File: src/rtl/if_fetch_stage_if.sv
// Fetch-stage bundle: decode control, instruction-memory req/ack port and the IF/ID register outputs.
// Latency: none (signal container only).
// Backpressure: stall_d from decode and imem_ack from memory; master = fetch stage, slave = its environment.
interface if_fetch_stage_if;
    logic        stall_d;
    logic        redirect;
    logic [31:0] redirect_pc;
    logic        imem_req;
    logic [31:0] imem_addr;
    logic        imem_ack;
    logic [31:0] imem_rdata;
    logic [31:0] instr_d;
    logic [31:0] pc_d;
    logic [31:0] pc8_d;
    logic        valid_d;

    modport master (
        input  stall_d, redirect, redirect_pc, imem_ack, imem_rdata,
        output imem_req, imem_addr, instr_d, pc_d, pc8_d, valid_d
    );

    modport slave (
        output stall_d, redirect, redirect_pc, imem_ack, imem_rdata,
        input  imem_req, imem_addr, instr_d, pc_d, pc8_d, valid_d
    );
endinterface

File: src/rtl/if_fetch_stage.sv
// Fetch stage: owns PC and IF/ID, fetches over req/ack, applies decode redirects (DELAY_SLOT_EN keeps delay slot).
// Latency: ack in cycle N -> IF/ID updated at the edge ending N; 1 instr/cycle with ack tied to req.
// Backpressure: stall_d holds IF/ID and PC; an ack under stall parks the word in a 1-entry skid and drops req.
module if_fetch_stage #(
    parameter logic [31:0] RESET_PC  = 32'h0000_3000,
    parameter logic [31:0] NOP_INSTR = 32'h0000_0000
) (
    input  logic              clk,
    input  logic              reset_n,
    if_fetch_stage_if.master  bus
);

    typedef enum logic [1:0] {
        S_BOOT = 2'd0,
        S_REQ  = 2'd1,
        S_HOLD = 2'd2
    } state_t;

    state_t      r_state;
    state_t      w_state_nxt;

    logic [31:0] r_pc;
    logic        r_redir_pend;
    logic [31:0] r_redir_pc;
    logic [31:0] r_skid_instr;
    logic [31:0] r_skid_pc;
    logic [31:0] r_instr_d;
    logic [31:0] r_pc_d;
    logic [31:0] r_pc8_d;
    logic        r_valid_d;

    logic        w_complete;
    logic [31:0] w_cmp_instr;
    logic [31:0] w_cmp_pc;
    logic        w_skid_load;
    logic        w_bubble;
    logic        w_latch_redir;
    logic        w_taken;
    logic [31:0] w_target;
    logic [31:0] w_pc_nxt;
    logic        w_squash;

    // Next state and per-cycle events: completion, skid capture, bubble, redirect latch
    always_comb begin
        w_state_nxt   = r_state;
        w_complete    = 1'b0;
        w_cmp_instr   = bus.imem_rdata;
        w_cmp_pc      = r_pc;
        w_skid_load   = 1'b0;
        w_bubble      = 1'b0;
        w_latch_redir = 1'b0;
        case (r_state)
            S_BOOT: begin
                w_state_nxt = S_REQ;
            end
            S_REQ: begin
                if (bus.imem_ack) begin
                    if (bus.stall_d) begin
                        w_skid_load = 1'b1;
                        w_state_nxt = S_HOLD;
                    end else begin
                        w_complete = 1'b1;
                    end
                end else if (!bus.stall_d) begin
                    // request still in flight: never abandoned, so a redirect waits for its ack
                    w_bubble      = 1'b1;
                    w_latch_redir = bus.redirect;
                end
            end
            S_HOLD: begin
                if (!bus.stall_d) begin
                    w_complete  = 1'b1;
                    w_cmp_instr = r_skid_instr;
                    w_cmp_pc    = r_skid_pc;
                    w_state_nxt = S_REQ;
                end
            end
            default: begin
                w_state_nxt = S_BOOT;
            end
        endcase
    end

    // A completion only happens with stall_d=0, so a redirect seen here is always honoured;
    // a live redirect overrides an older latched one.
    assign w_taken  = w_complete & (bus.redirect | r_redir_pend);
    assign w_target = bus.redirect ? bus.redirect_pc : r_redir_pc;
    assign w_pc_nxt = w_taken ? w_target : (w_cmp_pc + 32'd4);

`ifdef DELAY_SLOT_EN
    assign w_squash = 1'b0;
`else
    assign w_squash = w_taken;
`endif

    assign bus.imem_req  = (r_state == S_REQ);
    assign bus.imem_addr = r_pc;
    assign bus.instr_d   = r_instr_d;
    assign bus.pc_d      = r_pc_d;
    assign bus.pc8_d     = r_pc8_d;
    assign bus.valid_d   = r_valid_d;

    // FSM state register; async reset drops imem_req immediately
    always_ff @(posedge clk or negedge reset_n) begin
        if (!reset_n) begin
            r_state <= S_BOOT;
        end else begin
            r_state <= w_state_nxt;
        end
    end

    // PC advance and pending-redirect bookkeeping
    always_ff @(posedge clk or negedge reset_n) begin
        if (!reset_n) begin
            r_pc         <= RESET_PC;
            r_redir_pend <= 1'b0;
            r_redir_pc   <= RESET_PC;
        end else begin
            if (w_complete) begin
                r_pc         <= w_pc_nxt;
                r_redir_pend <= 1'b0;
            end else if (w_latch_redir) begin
                r_redir_pend <= 1'b1;
                r_redir_pc   <= bus.redirect_pc;
            end
        end
    end

    // Skid buffer: parks the word acked while decode is stalled
    always_ff @(posedge clk or negedge reset_n) begin
        if (!reset_n) begin
            r_skid_instr <= NOP_INSTR;
            r_skid_pc    <= RESET_PC;
        end else if (w_skid_load) begin
            r_skid_instr <= bus.imem_rdata;
            r_skid_pc    <= r_pc;
        end
    end

    // IF/ID register: real instruction, bubble (pc fields hold), or hold under stall
    always_ff @(posedge clk or negedge reset_n) begin
        if (!reset_n) begin
            r_instr_d <= NOP_INSTR;
            r_pc_d    <= RESET_PC;
            r_pc8_d   <= RESET_PC + 32'd8;
            r_valid_d <= 1'b0;
        end else if (w_complete && !w_squash) begin
            r_instr_d <= w_cmp_instr;
            r_pc_d    <= w_cmp_pc;
            r_pc8_d   <= w_cmp_pc + 32'd8;
            r_valid_d <= 1'b1;
        end else if (w_bubble || (w_complete && w_squash)) begin
            r_instr_d <= NOP_INSTR;
            r_valid_d <= 1'b0;
        end
    end

endmodule

File: src/flat_wrapper.sv
// flat-port wrapper written by rule: the top's interface ports become plain ports
module if_fetch_stage_flat 
#(
    parameter logic [31:0] RESET_PC  = 32'h0000_3000,
    parameter logic [31:0] NOP_INSTR = 32'h0000_0000
)
  (clk, reset_n, bus_stall_d, bus_redirect, bus_redirect_pc, bus_imem_ack, bus_imem_rdata, bus_imem_req, bus_imem_addr, bus_instr_d, bus_pc_d, bus_pc8_d, bus_valid_d);
  if_fetch_stage_if bus_i ();
  input  logic clk;
  input  logic reset_n;
  input wire logic [$bits(bus_i.stall_d)-1:0] bus_stall_d;
  input wire logic [$bits(bus_i.redirect)-1:0] bus_redirect;
  input wire logic [$bits(bus_i.redirect_pc)-1:0] bus_redirect_pc;
  input wire logic [$bits(bus_i.imem_ack)-1:0] bus_imem_ack;
  input wire logic [$bits(bus_i.imem_rdata)-1:0] bus_imem_rdata;
  output wire logic [$bits(bus_i.imem_req)-1:0] bus_imem_req;
  output wire logic [$bits(bus_i.imem_addr)-1:0] bus_imem_addr;
  output wire logic [$bits(bus_i.instr_d)-1:0] bus_instr_d;
  output wire logic [$bits(bus_i.pc_d)-1:0] bus_pc_d;
  output wire logic [$bits(bus_i.pc8_d)-1:0] bus_pc8_d;
  output wire logic [$bits(bus_i.valid_d)-1:0] bus_valid_d;
  assign bus_i.stall_d = bus_stall_d;
  assign bus_i.redirect = bus_redirect;
  assign bus_i.redirect_pc = bus_redirect_pc;
  assign bus_i.imem_ack = bus_imem_ack;
  assign bus_i.imem_rdata = bus_imem_rdata;
  assign bus_imem_req = bus_i.imem_req;
  assign bus_imem_addr = bus_i.imem_addr;
  assign bus_instr_d = bus_i.instr_d;
  assign bus_pc_d = bus_i.pc_d;
  assign bus_pc8_d = bus_i.pc8_d;
  assign bus_valid_d = bus_i.valid_d;
  if_fetch_stage #(.RESET_PC(RESET_PC), .NOP_INSTR(NOP_INSTR)) u_core (.clk(clk), .reset_n(reset_n), .bus(bus_i));
endmodule
File: config.mk
export PLATFORM = sky130hd
export DESIGN_NAME = if_fetch_stage_flat
export DESIGN_NICKNAME = d
export VERILOG_FILES = /design/src/rtl/if_fetch_stage_if.sv /design/src/rtl/if_fetch_stage.sv /design/src/flat_wrapper.sv
export SDC_FILE = /design/constraint.sdc
export NUM_CORES = 1
export LEC_CHECK = 0
export ABC_AREA = 1
export BUFFER_PORTS_ARGS = -buffer_cell sky130_fd_sc_hd__buf_2
export CAP_MARGIN = 20
export CORE_MARGIN = 2
export CORE_UTILIZATION = 51
export CTS_CLUSTER_DIAMETER = 100
export DETAILED_ROUTE_END_ITERATION = 12
export GPL_TIMING_DRIVEN = 0
export MAX_ROUTING_LAYER = met4
export PLACE_DENSITY = 0.75
export SYNTH_ARGS = -nofsm -noshare
export SYNTH_HDL_FRONTEND = slang
export SYNTH_SLANG_ARGS = --single-unit
File: constraint.sdc
create_clock -name clk -period 2.55 [get_ports clk]
set_clock_uncertainty 0.1 [all_clocks]
set_input_delay 0.255 -clock clk [delete_from_list [all_inputs] [get_ports clk]]
set_output_delay 0.255 -clock clk [all_outputs]
set_load 0.02 [all_outputs]
# After elaboration in Yosys (flattened, before gate mapping)
# Index checks and enable logic that the tools add are counted.
# word_totals
output_inout_bits	130
wordCells	56
in_bits	69
reg_bits	228
# op_classes
muxes	27
eq_ne	5
bitwise_logic	3
reduce_logical	9
n_addsub	2
# op_table
cell	count
$mux W32	8
$add A32 B3 Y32 const B	1
$add A32 B4 Y32 const B	1
$mux W1	14
$mux W2	3
$ne A2 B2 Y1 const B	3
$pmux W2 S3	1
$reduce_bool A2 Y1	2
$reduce_and A3 Y1	1
$eq A2 B1 Y1 const B	1
$eq A2 B2 Y1 const B	1
$logic_and A1 B1 Y1	2
$logic_not A2 Y1	1
$pmux W1 S2	1
$reduce_and A2 Y1	1
$and A1 B1 Y1	1
$logic_not A1 Y1	1
$logic_or A1 B1 Y1	1
$not A1 Y1	1
$or A1 B1 Y1	1

# Longest topological paths before layout
# Gate-level depths: netlist of the first run.
# depth
word_depth	8
mapped_depth	18
ltp_nobuf	16

# Least setup slack after synthesis of the first run
# OpenSTA, ideal clock, no wires.
# synth_path
kind	reg2reg
from	register u_core.r_state[0]
to	register u_core.r_pc[17] (netlist: u_core.bus.imem_addr[17])
period_less_slack_ns	2.415
setup_time_ns	0.124
required_time_ns	2.326
t_arrival_ns	2.191
path_stages_with_launch	17
n_path_buf	2
path_slack_ns	0.135
cell_sequence	dfrtp_1 -> inv_1 -> ha_1 -> buf_4 -> nand2_8 -> buf_6 -> nand2_1 -> o21ai_1 -> inv_1 -> ha_1 -> inv_1 -> nor2_1 -> nand4_1 -> nor2_4 -> nand2_1 -> a21oi_1 -> o21ai_1
# synth_via
elab_chain_len	4
# synth_lines
element	line	text
start: declaration	if_fetch_stage.sv:19	state_t r_state;
start signal: assignment	if_fetch_stage.sv:108	r_state <= w_state_nxt;
$eq A2 B2 Y1	if_fetch_stage.sv:52	case (r_state)
$mux W32	if_fetch_stage.sv:52	
named net u_core.w_cmp_pc[3]	if_fetch_stage.sv:34	logic [31:0] w_cmp_pc;
$add A32 B3 Y32	if_fetch_stage.sv:88	assign w_pc_nxt = w_taken ? w_target : (w_cmp_pc + 32'd4);
$mux W32	if_fetch_stage.sv:88	
end signal: assignment	if_fetch_stage.sv:120	r_pc <= w_pc_nxt;
end: declaration	if_fetch_stage.sv:22	logic [31:0] r_pc;
# The timed path passes the listed nets, and every way through them passes these cells.
# A chain may end at the register's enable or synchronous reset.

# Worst setup path in the final report of the first run
# layout_path
from	register u_core.r_state[0]
to	register u_core.r_pc[10] (netlist: u_core.bus.imem_addr[10])
# Same word-level chain as after synthesis.

==> flow_metrics.env, run 1 <==
export IMPL_dpl_cell_area_mm2=0.01249
export IMPL_syn_nets=1437
export IMPL_critPathCaptureType="flip-flop"
export IMPL_whs_ps=174.7
export IMPL_cpPeakStageDelay_ps=450
export IMPL_period_needed_ps=2508
export IMPL_path_cells="inv_2, ha_4, nand2_8, o21ai_1, inv_2, ha_2, nand3_2, nor2_4, buf_4, xor2_1, nand2_1, o211ai_1"
export IMPL_syn_to_final_growth_pct=30.01
export IMPL_cpMaxStageDelayCell="o21ai_1"
export IMPL_grt_usage_pct=32.24
export IMPL_seq_area_frac_synth_pct=50.78
export IMPL_diodes=0
export IMPL_dieArea_mm2=0.02299
export IMPL_reg2regPathDepth=12
export IMPL_yosysUniqueCellTypes=43
export IMPL_h_tree_depth=1
export IMPL_grt_first_pass_wirelength_um=55340
export IMPL_wirelength_um=36470
export IMPL_clkLatencyLatePin_ps=530
export IMPL_root_buffer="clkbuf_16"
export IMPL_drt_pass1_iterations=5
export IMPL_final_nets=1757
export IMPL_synth_warnings=0
export IMPL_drt_iter0_markers=924
export IMPL_portBuffers=198
export IMPL_syn_cell_area_mm2=0.01111
export IMPL_cts_sinks=225
export IMPL_synth_edf_count=0
export IMPL_grt_max_degree=123
export IMPL_dp_hpwl_um=25570
export IMPL_fmax_ghz=0.3988
export IMPL_async_reset_ff_share_pct=100.0
export IMPL_die_h_um=151.6
export IMPL_place_congestion=0.9161
export IMPL_startpoint_type="flip-flop"
export IMPL_hold_class="primary input to flip-flop"
export IMPL_max_vdd_ir_drop_uv=684.9
export IMPL_crit_type="flip-flop to flip-flop"
export IMPL_gr_total_overflow=0
export IMPL_syn_area_per_cell_um2=8.154
export IMPL_path_buf_inv=3
export IMPL_synthCells=1363
export IMPL_reg2reg_from="u_core.r_state[0]$_DFFE_PN0P_"
export IMPL_arrival_ps=2800
export IMPL_outcome="finished, final reports clean"
export IMPL_cts_tree="done"
export IMPL_powerDensity_mw_per_mm2=1176
export IMPL_via_per_inst=5.454
export IMPL_hold_start="bus_redirect"
export IMPL_slew_headroom_pct=46.25
export IMPL_grt_pass1_vias=10230
export IMPL_fillCellCount=1786
export IMPL_antenna_found_initial=0
export IMPL_ys_ff_latch=225
export IMPL_core_area_mm2=0.02162
export IMPL_fin_area_mm2=0.01445
export IMPL_die_w_um=151.6
export IMPL_fin_crit_sh_pct=98.34
export IMPL_whs_endpoint="u_core.bus.imem_addr[11]$_DFFE_PN0P_"
export IMPL_reg2reg_slack_ps=40
export IMPL_critPathRequiredTime_ps=2840
export IMPL_cts_made_buffers=24
export IMPL_drv_slew=0
export IMPL_placement_rows=54
export IMPL_tightest_slew_ps=806.2
export IMPL_wire_per_inst_um=18.43
export IMPL_final_seq_area_mm2=0.005644
export IMPL_multi_input_area_mm2=0.004750
export IMPL_cpLargestDelayFamily="compound AO/OA/AOI/OAI gates"
export IMPL_min_path_cells=5
export IMPL_pin_count=199
export IMPL_critPathMaxFanout=7
export IMPL_cpMostUsedCell="inv_2"
export IMPL_synthFlopType="dfrtp_1"
export IMPL_route_detailed_drc=0
export IMPL_initial_core_util_pct=51.41
export IMPL_r2r_end="u_core.bus.imem_addr[10]$_DFFE_PN0P_"
export IMPL_timing_final_hold_violations=0
export IMPL_path_clk_slew_ps=60
export IMPL_maxCapViolations=0
export IMPL_ant_nets=0
export IMPL_p_leak_uw=0.007209
export IMPL_via_count=10790
export IMPL_clock_path_buffers=3
export IMPL_setup_viol_count_final=0
export IMPL_layout_drive_gt1_share_pct=24.01
report_power, final:
part,switching [uW],internal [uW],total [uW],leakage (uW)
Sequential,955,5260,6220,0.00284
Clock,1420,2160,3580,0.000401
Combinational,4690,2510,7190,0.00397
worst min-delay path, stage by stage:
cell and delay, ps:
buf_2 140, nand2_1 50, o21ai_0 90, o21ai_0 90, o22ai_1 130
cells in the final DEF (no fill, tap or decap), types with 6 or more instances in the layout:
cell type      count
nor2_4            19
a32o_1            32
nand2_2           24
dfrtp_1          214
clkbuf_8           6
o21ai_0          167
mux2_2             6
nor2_1            45
clkbuf_1          41
o21ai_1           17
o22ai_1           19
o211ai_1          20
nand3b_1           6
nor2_2            10
nand2_1          424
inv_2             14
xor2_1             9
inv_1            132
dlygate4sd3_1     65
dfstp_2           11
buf_4             32
clkbuf_16         25
a21oi_1           13
nand4_1           10
buf_2            213
nand3_1           49
cell usage after synthesis (6+ instances only):
cell type  count  area (um2)
a21oi_1       14       70.07
a32o_1        32       320.3
buf_2         19       95.09
clkbuf_1      41       153.9
dfrtp_1      214        5355
dfstp_2       11       289.0
inv_1        137       514.2
inv_2          9       33.78
mux2_2         6       67.56
nand2_1      429        1610
nand2_2       21       131.4
nand3_1       54       270.3
nand3b_1       6       45.04
nand4_1       10       62.56
nor2_1        51       191.4
nor2_2        15       93.84
nor2_4         8       90.09
o211ai_1      20       150.1
o21ai_0      168       840.8
o21ai_1       18       90.09
o22ai_1       19       118.9
xor2_1         9       78.83
per-layer routing:
layer  wire length, um  vias up  track usage (%)
met5                 0        -                -
met4              1355        0            11.20
met3              2758       86            4.491
met2             17030      513            51.11
met1             15330     5107            42.94
li1                  -     5088                -
registers in the layout (all words and copies together) (netlist names):
| name | flops |
|---|---|
| u_core.bus.imem_addr | 32 |
| u_core.bus.instr_d | 32 |
| u_core.bus.pc8_d | 32 |
| u_core.bus.pc_d | 29 |
| u_core.bus.valid_d | 1 |
| u_core.r_redir_pc | 32 |
| u_core.r_redir_pend | 1 |
| u_core.r_skid_instr | 32 |
| u_core.r_skid_pc | 32 |
| u_core.r_state | 2 |
cell type report:
cell class	instances	share of cell area, %
well taps	280	2.424
multi-input cells	914	32.87
flip-flops and latches	225	39.06
clock buffers	36	5.031
clock inverters	6	0.5542
inverters	150	3.914
repair buffers	295	13.54
plain buffers	73	2.606
through the flow:
| step | setup TNS, ps | setup slack, ps | total power, uW | cells | util, % |
|---|---|---|---|---|---|
| after floorplan | 0 | 135.2 | 10430 | 1363 | - |
| after global placement | -621440 | -2815 | 12590 | 1841 | 57.61 |
| after detailed placement | -10620 | -376.8 | 12800 | 1842 | 57.78 |
| final | 0 | 42.24 | 16990 | 1979 | 66.83 |
| after CTS | 0 | 5.101 | 16670 | 1967 | 65.76 |
| after global routing | -66.07 | -25.39 | 18020 | 1979 | 66.83 |
cell families after synthesis:
| kind of cell | after synthesis | synth area share, % |
|---|---|---|
| XOR/XNOR | 9 | 0.7093 |
| buffers and inverters | 224 | 8.274 |
| multiplexers | 6 | 0.6079 |
| flip-flops | 225 | 50.78 |
| adder cells (fa/ha/maj) | 5 | 0.5629 |
| AND/OR/NAND/NOR | 602 | 23.27 |
| AO/OA/AOI/OAI | 292 | 15.79 |
how the worst max path moves through the flow:
stage,start,end,cells past startpoint
2_1_floorplan,u_core.r_state[0]$_DFFE_PN0P_,u_core.bus.imem_addr[17]$_DFFE_PN0P_,16
3_3_place_gp,reset_n,u_core.bus.instr_d[13]$_DFFE_PN0P_,1
3_5_place_dp,u_core.r_state[0]$_DFFE_PN0P_,u_core.bus.imem_addr[21]$_DFFE_PN0P_,18
4_1_cts,u_core.r_state[1]$_DFFE_PN0P_,u_core.bus.imem_addr[13]$_DFFE_PN1P_,15
5_1_grt,u_core.r_state[0]$_DFFE_PN0P_,u_core.bus.imem_addr[10]$_DFFE_PN0P_,12
6_report,u_core.r_state[0]$_DFFE_PN0P_,u_core.bus.imem_addr[10]$_DFFE_PN0P_,12
what timing repair did:
item	in CTS	in global routing
pin swaps	8	9
hold buffers	65	0
resized for setup	29	37
endpoints found under the hold margin	166	0
setup endpoints to repair	69	99
setup buffers	18	13
(Power assumes the default switching activity.)
==> run 2, diff against run 1 <==
Settings changed: CORE_ASPECT_RATIO from default to 1.5.
==> flow_metrics.env, run 2 (synthesis results as in run 1) <==
export IMPL_outcome="finished, final reports clean"
export IMPL_die_h_um=184.8
export IMPL_crit_type="flip-flop to flip-flop"
export IMPL_whs_endpoint="u_core.bus.imem_addr[11]$_DFFE_PN0P_"
export IMPL_h_tree_depth=1
export IMPL_critPathMaxFanout=7
export IMPL_powerDensity_mw_per_mm2=1155
export IMPL_via_count=10710
export IMPL_cts_tree="done"
export IMPL_route_detailed_drc=0
export IMPL_syn_to_final_growth_pct=29.38
export IMPL_core_area_mm2=0.02155
export IMPL_fmax_ghz=0.3941
export IMPL_clock_path_buffers=3
export IMPL_drv_slew=0
export IMPL_final_seq_area_mm2=0.005644
export IMPL_pin_count=199
export IMPL_grt_max_degree=82
export IMPL_maxCapViolations=0
export IMPL_r2r_end="u_core.bus.imem_addr[21]$_DFFE_PN0P_"
export IMPL_period_needed_ps=2538
export IMPL_clkLatencyLatePin_ps=510
export IMPL_place_congestion=0.9503
export IMPL_cpMostUsedCell="nand2_1"
export IMPL_max_vdd_ir_drop_uv=612.7
export IMPL_path_buf_inv=4
export IMPL_initial_core_util_pct=51.57
export IMPL_dp_hpwl_um=27190
export IMPL_startpoint_type="flip-flop"
export IMPL_min_path_cells=5
export IMPL_drt_iter0_markers=920
export IMPL_timing_final_hold_violations=0
export IMPL_cpPeakStageDelay_ps=400
export IMPL_arrival_ps=2840
export IMPL_portBuffers=198
export IMPL_post_place_ws_ps=-460.0
export IMPL_via_per_inst=5.461
export IMPL_gr_total_overflow=0
export IMPL_dieArea_mm2=0.02301
export IMPL_path_cells="inv_2, ha_4, nand2_8, buf_8, o21ai_4, ha_4, inv_2, nor2_4, nand4_1, nor2_4, buf_12, nand2_1, nand2_1, nand2_1, nand2_1, nand2_1"
export IMPL_dp_cells=1835
export IMPL_rsz0062_at_grt="yes"
export IMPL_setup_slack_ps=12.42
export IMPL_die_w_um=124.5
export IMPL_cts_sinks=225
export IMPL_wire_per_inst_um=19.09
export IMPL_ant_nets=0
export IMPL_final_cell_mix="nand2_1, dfrtp_1, buf_2, o21ai_0, inv_1"
export IMPL_reg2regPathDepth=16
export IMPL_final_nets=1751
export IMPL_antenna_found_initial=0
export IMPL_power_total_uw=16610
export IMPL_cpMaxStageDelayCell="dfrtp_1"
export IMPL_slew_headroom_pct=58.12
export IMPL_drt_pass1_iterations=6
export IMPL_fillCellCount=1811
export IMPL_multi_input_area_mm2=0.004766
export IMPL_hold_start="bus_redirect"
export IMPL_final_cells=1961
export IMPL_setup_viol_count_final=0
export IMPL_tightest_slew_ps=628.3
export IMPL_reg2reg_slack_ps=10
export IMPL_grt_pass1_vias=10570
export IMPL_fin_crit_sh_pct=99.51
export IMPL_layout_drive_gt1_share_pct=24.57
export IMPL_reg2reg_from="u_core.r_state[0]$_DFFE_PN0P_"
export IMPL_grt_usage_pct=33.18
export IMPL_diodes=0
export IMPL_wirelength_um=37430
export IMPL_path_clk_slew_ps=60
export IMPL_mostFrequentLayoutCell="nand2_1"
export IMPL_p_leak_uw=0.007177
export IMPL_grt_first_pass_wirelength_um=58410
export IMPL_cpLargestDelayFamily="simple AND/OR/NAND/NOR gates"
export IMPL_cts_made_buffers=22
export IMPL_placement_rows=66
export IMPL_critPathCaptureType="flip-flop"
export IMPL_critPathRequiredTime_ps=2850
export IMPL_hold_class="primary input to flip-flop"
export IMPL_root_buffer="clkbuf_16"
-- run 2: changes by cell type in the layout (fill, tap and decap cells not counted), sizes merged --
cell / before / now
clkinv: 7 / 6
buf: 262 / 254
clkbuf: 77 / 76
clkinvlp: 0 / 1
bufinv: 2 / 1
-- run 2: per-layer routing --
layer | routed length, um | vias up | global-route usage [%]
li1 | - | 5070 | -
met1 | 14640 | 5085 | 39.15
met2 | 18980 | 443 | 58.16
met3 | 1796 | 111 | 3.380
met4 | 2023 | 0 | 14.11
met5 | 0 | - | -
-- run 2: report_power, final --
part	leakage (uW)	total (uW)	switching (uW)	internal, uW
clock network	0.000349	3290	1400	1880
registers	0.00284	6220	962	5260
logic	0.00399	7110	4630	2470
-- run 2: tightest hold or removal path, cell delays in order --
cell and delay [ps]:
buf_2 140, nand2_1 60, o21ai_0 70, o21ai_0 80, o22ai_1 120
-- run 2: cell type report --
cell class	count	share of cell area [%]
buffer	73	2.697
clock buffer	31	4.559
clock inverter	5	0.3654
inverter	150	3.933
multi-input combinational	914	33.14
sequential	225	39.25
tap	272	2.367
timing repair buffer	291	13.69
-- run 2: worst max-delay path by stage --
stage	startpoint	end	cells past startpoint
6_report	u_core.r_state[0]$_DFFE_PN0P_	u_core.bus.imem_addr[21]$_DFFE_PN0P_	16
5_1_grt	u_core.r_state[0]$_DFFE_PN0P_	u_core.bus.imem_addr[21]$_DFFE_PN0P_	16
4_1_cts	u_core.r_state[0]$_DFFE_PN0P_	u_core.bus.imem_addr[21]$_DFFE_PN0P_	17
3_5_place_dp	u_core.r_state[0]$_DFFE_PN0P_	u_core.bus.imem_addr[17]$_DFFE_PN0P_	16
3_3_place_gp	reset_n	u_core.bus.pc_d[23]$_DFFE_PN0P_	1
2_1_floorplan	u_core.r_state[0]$_DFFE_PN0P_	u_core.bus.imem_addr[17]$_DFFE_PN0P_	16
-- run 2: per-stage QoR --
step | hold slack (ps) | instance area [um2] | setup TNS (ps) | util [%]
6_report | 169.4 | 14380 | 0 | 66.72
2_1_floorplan | -140.6 | 11110 | 0 | -
4_1_cts | 158.3 | 14180 | -8.528 | 65.81
3_3_place_gp | 350.1 | 12450 | -619780 | 57.74
3_5_place_dp | 146.7 | 12510 | -13920 | 58.05
5_1_grt | 235.3 | 14380 | -312.1 | 66.72
-- run 2: timing repair --
| item | in CTS | in global routing |
|---|---|---|
| pin swaps | 7 | 8 |
| hold buffers | 65 | 0 |
| setup endpoints to repair | 92 | 119 |
| buffers inserted | 20 | 6 |
| hold endpoints to repair | 134 | 0 |
| gates resized for setup | 27 | 56 |
==> run 3, diff against run 2 <==
Settings changed: CELL_PAD_IN_SITES_DETAIL_PLACEMENT from default to 0, CELL_PAD_IN_SITES_GLOBAL_PLACEMENT from default to 1, CORE_UTILIZATION 51 to 38.
==> flow_metrics.env, run 3 (synthesis results as in run 1) <==
export IMPL_outcome="finished, final reports clean"
export IMPL_path_clk_slew_ps=60
export IMPL_syn_to_final_growth_pct=32.97
export IMPL_p_comb_share_pct=43.0
export IMPL_fmax_ghz=0.4021
export IMPL_p_leak_uw=0.007350
export IMPL_drt_pass1_iterations=8
export IMPL_p_sw_uw=7244
export IMPL_die_w_um=143.6
export IMPL_placement_rows=76
export IMPL_via_count=10600
export IMPL_diodes=0
export IMPL_root_buffer="clkbuf_16"
export IMPL_critPathCaptureType="flip-flop"
export IMPL_layout_drive_gt1_share_pct=25.74
export IMPL_fin_crit_sh_pct=97.53
export IMPL_pwr_share_clk_pct=20.8
export IMPL_drt_iter0_markers=677
export IMPL_path_buf_inv=4
export IMPL_grt_usage_pct=27.06
export IMPL_slew_headroom_pct=51.60
export IMPL_grt_pass1_vias=10250
export IMPL_dp_cells=1953
export IMPL_dp_hpwl_um=29780
export IMPL_whs_ps=87.40
export IMPL_drv_slew=0
export IMPL_p_seq_share_pct=36.2
export IMPL_tightest_slew_ps=726.0
export IMPL_wirelength_um=40640
export IMPL_swShare_pct=42.17
export IMPL_r2r_end="u_core.bus.imem_addr[17]$_DFFE_PN0P_"
export IMPL_crit_type="flip-flop to flip-flop"
export IMPL_path_cells="inv_2, ha_4, nand2_8, buf_12, o21ai_4, ha_4, inv_2, nor2_4, nand4_1, buf_6, nor2_4, nand2_2, a21oi_2, o21ai_1"
export IMPL_critPathRequiredTime_ps=2860
export IMPL_maxCapViolations=0
export IMPL_reg2regPathDepth=14
export IMPL_initial_core_util_pct=38.70
export IMPL_reg2reg_from="u_core.r_state[0]$_DFFE_PN0P_"
export IMPL_mostFrequentLayoutCell="nand2_1"
export IMPL_clkLatencyLatePin_ps=530
export IMPL_hold_class="primary input to async pin"
export IMPL_arrival_ps=2790
export IMPL_max_vdd_ir_drop_uv=479.3
export IMPL_powerDensity_mw_per_mm2=1162
export IMPL_final_nets=1773
export IMPL_cpPeakStageDelay_ps=400
export IMPL_route_detailed_drc=0
export IMPL_h_tree_depth=1
export IMPL_portBuffers=198
export IMPL_pin_count=199
export IMPL_startpoint="u_core.r_state[0]$_DFFE_PN0P_"
export IMPL_cpMaxStageDelayCell="dfrtp_1"
export IMPL_dieArea_mm2=0.03066
export IMPL_setup_viol_count_final=0
export IMPL_ant_nets=0
export IMPL_p_int_uw=9933
export IMPL_final_cell_mix="nand2_1, dfrtp_1, buf_2, o21ai_0, inv_1"
export IMPL_startpoint_type="flip-flop"
export IMPL_cpLargestDelayFamily="simple AND/OR/NAND/NOR gates"
export IMPL_antenna_found_initial=0
export IMPL_grt_first_pass_wirelength_um=61070
export IMPL_reg2reg_slack_ps=60
export IMPL_die_h_um=213.5
export IMPL_final_cells=2107
export IMPL_cts_tree="done"
export IMPL_place_congestion=0.9481
export IMPL_critPathMaxFanout=8
export IMPL_grt_max_degree=112
export IMPL_cts_sinks=225
export IMPL_timing_final_hold_violations=0
export IMPL_gr_total_overflow=0
export IMPL_via_per_inst=5.032
export IMPL_core_area_mm2=0.02872
export IMPL_cts_made_buffers=24
export IMPL_wire_per_inst_um=19.29
export IMPL_period_needed_ps=2487
export IMPL_clock_path_buffers=3
export IMPL_tns_ps=0
[run 3: cell count changes in the layout (fill, tap and decap cells not counted), moves of 3 or more]
cell / previous run / this run
nand2_1: 419 / 416
nor2_1: 39 / 45
nor2_2: 18 / 10
clkinv_2: 3 / 9
buf_4: 25 / 50
buf_2: 210 / 206
nand2_4: 2 / 6
[run 3: how the worst max path moves through the flow]
stage	to	slack, ps	cells past startpoint
floorplan	u_core.bus.imem_addr[17]$_DFFE_PN0P_	140	16
global placement	u_core.bus.instr_d[4]$_DFFE_PN0P_	-3010	1
detailed placement	u_core.bus.imem_addr[17]$_DFFE_PN0P_	-620	16
CTS	u_core.bus.pc_d[6]$_DFFE_PN0P_	-10	12
global route	u_core.bus.imem_addr[23]$_DFFE_PN0P_	-30	16
finish	u_core.bus.imem_addr[17]$_DFFE_PN0P_	60	14
[run 3: power by group through the flow]
stage               Clock [uW]  Sequential [uW]  Combinational [uW]
floorplan                    0             7110                3320
global placement             0             6190                6640
detailed placement           0             6240                6720
CTS                       3620             6200                7120
global route              3770             6400                8110
finish                    3570             6220                7390
[run 3: layout make-up]
cell class / count / area, um2
Fill cell: 2895 / 13940
Tap cell: 390 / 488.0
Multi-Input combinational cell: 915 / 4798
Sequential cell: 225 / 5644
Buffer: 72 / 397.9
Clock inverter: 12 / 98.84
Inverter: 150 / 565.5
Clock buffer: 32 / 701.9
Timing Repair Buffer: 311 / 2085
[run 3: through the flow]
stage,setup WS [ps],power [uW],cell area [um2],util [%]
2_1_floorplan,135.2,10430,11110,-
3_3_place_gp,-3007,12830,12590,43.85
3_5_place_dp,-618.6,12960,12660,44.08
4_1_cts,-14.53,16950,14500,50.48
5_1_grt,-25.26,18280,14780,51.46
6_report,62.91,17180,14780,51.46
[run 3: what timing repair did]
item | 4_1_cts | 5_1_grt
cloned | 0 | 1
hold endpoints to repair | 287 | 0
endpoints found under the setup margin | 137 | 116
pin swaps | 9 | 22
setup buffers | 23 | 23
resized for setup | 57 | 30
hold buffers | 65 | 0
[run 3: layer usage]
| layer | global-route usage (%) | share of wire, % | up-vias | wire length (um) |
|---|---|---|---|---|
| met5 | - | 0 | - | 0 |
| met4 | 8.418 | 3.8 | 0 | 1525 |
| met3 | 2.590 | 4.5 | 78 | 1813 |
| met2 | 47.11 | 50 | 333 | 20440 |
| met1 | 33.22 | 41 | 5061 | 16870 |
| li1 | - | - | 5130 | - |
